### src/rtl/inst_cache.sv
// inst_cache: direct-mapped read-only I-cache, one 32-bit word per line,
// refilled byte-serially over the shared memory bus on a miss.
module inst_cache #(
   parameter  int INDEX_BITS = 4,
   localparam int TAG_BITS   = 30 - INDEX_BITS,
   localparam int LINES      = 1 << INDEX_BITS
) (
   input  logic        clk_in,
   input  logic        rst_in,
   input  logic        rdy_in,
   input  logic [31:0] pc_in,
   output logic        inst_ready_out,
   output logic [31:0] inst_out,
   input  logic        inv_in,
   output logic        mem_req,
   input  logic        mem_gnt,
   output logic [31:0] mem_addr,
   input  logic [7:0]  mem_din
);

   typedef enum logic [1:0] {IDLE, WAIT_GNT, FILL} state_e;

   state_e state_q, state_d;
   logic [2:0]  cnt_q, cnt_d;
   logic [23:0] buf_q, buf_d;
   logic [29:0] fill_q, fill_d;
   logic        pend_q, pend_d;
   logic [LINES-1:0] valid_q, valid_d;
   logic [TAG_BITS-1:0] tag_q [LINES];
   logic [31:0] data_q [LINES];

   logic [INDEX_BITS-1:0] idx, fidx;
   logic [TAG_BITS-1:0]   tg, ftg;
   logic        hit, done;
   logic [1:0]  off;
   logic        unused_pc;

   assign idx       = pc_in[INDEX_BITS+1:2];
   assign tg        = pc_in[31:INDEX_BITS+2];
   assign fidx      = fill_q[INDEX_BITS-1:0];
   assign ftg       = fill_q[29:INDEX_BITS];
   assign unused_pc = ^pc_in[1:0];

   assign hit = (state_q == IDLE) && valid_q[idx]
             && (tag_q[idx] == tg) && !inv_in;
   assign inst_ready_out = hit;
   assign inst_out       = data_q[idx];

   assign done = (state_q == FILL) && (cnt_q == 3'd4);
   // Address walks base..base+3, then stays on the last byte
   assign off  = (cnt_q > 3'd3) ? 2'd3 : cnt_q[1:0];

   always_ff @(posedge clk_in) begin
      if (!rst_in) begin
         state_q <= IDLE;
      end else if (rdy_in) begin
         state_q <= state_d;
      end
   end

   always_comb begin
      state_d = state_q;
      unique case (state_q)
         IDLE:     if (!hit && !inv_in) state_d = WAIT_GNT;
         WAIT_GNT: if (mem_gnt) state_d = FILL;
         FILL:     if (cnt_q == 3'd4) state_d = IDLE;
         default:  state_d = IDLE;
      endcase
   end

   always_comb begin
      mem_req  = 1'b0;
      mem_addr = '0;
      unique case (state_q)
         WAIT_GNT: begin
            mem_req  = 1'b1;
            mem_addr = {fill_q, 2'b00};
         end
         FILL: begin
            mem_req  = 1'b1;
            mem_addr = {fill_q, off};
         end
         default: ;
      endcase
   end

   always_comb begin
      cnt_d   = cnt_q;
      buf_d   = buf_q;
      fill_d  = fill_q;
      pend_d  = pend_q;
      valid_d = valid_q;
      if (inv_in) valid_d = '0;
      unique case (state_q)
         IDLE: begin
            if (!hit && !inv_in) fill_d = pc_in[31:2];
         end
         WAIT_GNT: begin
            if (inv_in) pend_d = 1'b1;
            if (mem_gnt) cnt_d = 3'd0;
         end
         FILL: begin
            if (inv_in) pend_d = 1'b1;
            cnt_d = cnt_q + 3'd1;
            case (cnt_q)
               3'd1:    buf_d[7:0]   = mem_din;
               3'd2:    buf_d[15:8]  = mem_din;
               3'd3:    buf_d[23:16] = mem_din;
               default: ;
            endcase
            if (done) begin
               cnt_d  = 3'd0;
               pend_d = 1'b0;
               // An invalidate seen during the refill leaves the line unusable
               valid_d[fidx] = !(pend_q || inv_in);
            end
         end
         default: ;
      endcase
   end

   always_ff @(posedge clk_in) begin
      if (!rst_in) begin
         cnt_q   <= 3'd0;
         buf_q   <= '0;
         fill_q  <= '0;
         pend_q  <= 1'b0;
         valid_q <= '0;
      end else if (rdy_in) begin
         cnt_q   <= cnt_d;
         buf_q   <= buf_d;
         fill_q  <= fill_d;
         pend_q  <= pend_d;
         valid_q <= valid_d;
      end
   end

   always_ff @(posedge clk_in) begin
      if (rst_in && rdy_in && done) begin
         data_q[fidx] <= {mem_din, buf_q};
         tag_q[fidx]  <= ftg;
      end
   end

endmodule

### config.mk
export PLATFORM = sky130hd
export DESIGN_NAME = inst_cache
export DESIGN_NICKNAME = d
export VERILOG_FILES = /design/src/rtl/inst_cache.sv
export SDC_FILE = /design/constraint.sdc
export NUM_CORES = 1
export LEC_CHECK = 0
export CAP_MARGIN = 20
export CORE_MARGIN = 8
export CORE_UTILIZATION = 50
export DETAILED_ROUTE_END_ITERATION = 6
export GPL_TIMING_DRIVEN = 0
export PLACE_DENSITY = 0.67
export SLEW_MARGIN = 30
export SYNTH_ARGS = -nofsm -noshare
export SYNTH_HDL_FRONTEND = slang
export SYNTH_SLANG_ARGS = --single-unit
export TNS_END_PERCENT = 50
### constraint.sdc
create_clock -name clk_in -period 16.1 [get_ports clk_in]
set_clock_uncertainty 0.1 [all_clocks]
set_input_delay 4.83 -clock clk_in [delete_from_list [all_inputs] [get_ports clk_in]]
set_output_delay 4.83 -clock clk_in [all_outputs]
set_load 0.01 [all_outputs]
==> results.yml <==
clock_network:
  path_clk_slew_ps: 60
  cts_max_path_buffers: 3
  h-tree-depth: 3
  ctsResizeCount: 0
  clkLatencyLatePin_ps: 660
  clockRootBuffer: "clkbuf_16"
  clock_sinks: 1004
  postCtsSetupRepairBufs: 0
  cts_buffers: 98
  cts_tree: "yes"
  cts_hold_buf: 0
sta:
  rsz0062_at_grt: "no"
  maxSlewViolCount: 0
  timing_hold_violations_final: 0
  post-route-min-period_ps: 14460
  worst_pin_slew_ps: 1050
  max_slew_margin_pct: 30.3
  setup_viol: 0
  period_share_pct: 89.8
  timing.fmax_ghz: 0.0691
placement:
  dpl.cell_count: 3071
  place_hpwl_mm: 65.8
  routabilityCongestion: 0.800
  portBuffers: 102
synthesis:
  synth_fp_nets: 1889
  ys.flop_type: "edfxtp_1"
  netlist_top_cells_count: "edfxtp_1 (928), mux4_2 (276), nand2_1 (139)"
  synth_edf_count: 928
  synth_top_area_share_pct: 71.5
  yosys-top-cells-area: "edfxtp_1 (71%), mux4_2 (16%), dfxtp_1 (3.9%), mux2i_1 (1.6%), nand2_1 (1.3%)"
  async_flop_share_pct: 0
  ys_types: 40
  avgSynthCellArea_sq_um: 21.2
  ys_ff_latch: 1004
  yosysMostFrequentCell: "edfxtp_1"
  synth_top_area_cell: "edfxtp_1"
  synth_area_sq_mm: 0.0390
  synth-seq-area-share_pct: 75.4
  synthCells: 1837
  ys_warn_count: 0
grt:
  overflow: 0
  grt_antenna_before_repair: 3
  grt_max_degree: 20
  grt_pass1_wl_mm: 144
  grt_pass1_vias: 20500
  grt_util_all_layers_pct: 23.0
floorplan:
  core-area_sq_mm: 0.0773
  die_y_um: 295
  core.rowCount: 102
  io_pins: 111
  die-area_sq_mm: 0.0872
  start_util_pct: 50.4
  die_width_um: 295
pwr:
  total_power_mw: 5.38
  leakagePower_nw: 15.0
  vdd_ir_drop_max_mv: 0.107
  p_per_area_mw_per_mm2: 115
detailed_routing:
  postRouteAntennaNets: 0
  wire_per_inst_um: 30.7
  num_vias: 20100
  drt-initial-drc-count: 2418
  drc: 0
  vias_per_cell: 6.17
  routed_wl_mm: 100
  dr.pass1.iters: 6
setup_path:
  path_buf_inv: 7
  path_class: "in -> out"
  crit_cells: 9
  crit_slowest_cell: "buf_1"
  crit_path_start_kind: "primary input"
  worstPathMaxFanout: 10
  worstPathRequired_ps: 11170
  ff2ff_path_depth: 10
  critical-path-max-stage-delay_ps: 770
  cp_top_family: "buffers and inverters"
  end_kind: "primary output"
  critPathMostFrequentCell: "buf_2"
  cp.arrival_ps: 9530
  crit_chain: "buf_2, buf_2, buf_2, buf_2, buf_1, clkbuf_1, mux4_2, mux4_2, clkdlybuf4s50_1"
worst_hold_path:
  hold_path_depth: 2
  worstHoldPathType: "reg -> reg"
final_layout:
  drive_gt1_share_pct: 27.1
  fin_nets: 2183
  syn2layout_area_growth_pct: 19.8
  instances_no_fill: 3255
job:
  cap_violations: 0
outcome:
  outcome: "finished clean"
## power by group
part / internal, mW / leakage (nW) / switching [mW]
clock: 1.34 / 1.61 / 0.980
combinational: 0.0878 / 4.15 / 0.122
sequential: 2.83 / 9.22 / 0.0171
total: 4.26 / 15.0 / 1.12
## cell families (layout without fill, tap and decap cells)
group	Yosys count	after routing	share of synthesized area (%)
xor gates and xnor gates	36	36	0.809
adders and majority gates	7	7	0.225
buffers and inverters	106	483	1.41
AOI/OAI and AO/OA	79	79	1.46
and+or+nand+nor	265	265	3.15
DFF	1004	1004	75.4
muxes	340	340	17.6
other	0	1	0
## stage by stage
stage                     setup WS, ps  area, sq um  hold slack [ps]  setup TNS, ps  util, %
after global routing              1530        46700              414              0     60.4
after floorplan                   3670        39000              350              0        -
after detailed placement          1660        43400              378              0     56.1
final                             1640        46700              386              0     60.4
after global placement            -837        41300              360         -74070     53.4
after CTS                         1650        46700              385              0     60.4
## flip-flops by register name (all words and copies together) (netlist names)
signal,flops
buf_q,24
cnt_q,3
pend_q,1
state_q,2
fill_q,30
data_q,512
tag_q,416
valid_q,16
## final cells by class
type                       instances  area, sq um
buffer                           100          532
antenna                            1         2.50
timing repair buffer             194         3000
tap                             1040         1300
inverter                           6         22.5
multi-input combinational        727         9170
sequential                      1004        29400
fill                            5429        30600
clock buffer                     119         2660
clock inverter                    64          619
## placed cells by master (no fill, tap or decap), types with 5 or more instances in the layout
master,n
edfxtp_1,928
mux4_2,276
nand2_1,139
clkdlybuf4s50_1,102
clkbuf_16,99
dfxtp_1,76
mux2i_1,64
buf_16,62
clkbuf_1,51
a21boi_0,44
buf_4,34
and2_1,33
buf_2,32
clkinv_2,24
xnor2_1,23
nand3_1,22
clkinv_1,16
nor2_4,14
nor2_1,13
xor2_1,13
nor2b_1,11
clkbuf_8,11
bufinv_16,10
o211ai_1,9
clkinvlp_4,8
buf_6,7
nand4_1,7
ha_1,7
inv_1,6
or3_1,6
a211oi_1,6
o21ai_0,6
nor3_1,5
buf_8,5
## metal layers
layer  global-route usage [%]  wire [um]  up-vias
met2                     37.2      48300     1091
met4                     5.68       2580        2
met3                     4.74       9120      198
met1                     32.2      40100    10600
met5                        0         11        -
li1                         -          -     8152
## final timing paths
| path | from | endpoint | slack (ps) |
|---|---|---|---|
| max | pc_in[3] | inst_out[30] | 1640 |
| min | valid_q[8] | valid_q[8] | 390 |
| max reg2reg | state_q[0] | data_q[8][10] | 12540 |
| min reg2reg | valid_q[8] | valid_q[8] | 390 |
## worst min-delay path, cell delays in order, from the launching register on
cell and delay [ps]:
dfxtp_1 310, nand3_1 60, a21boi_0 70
(Power assumes the default switching activity.)
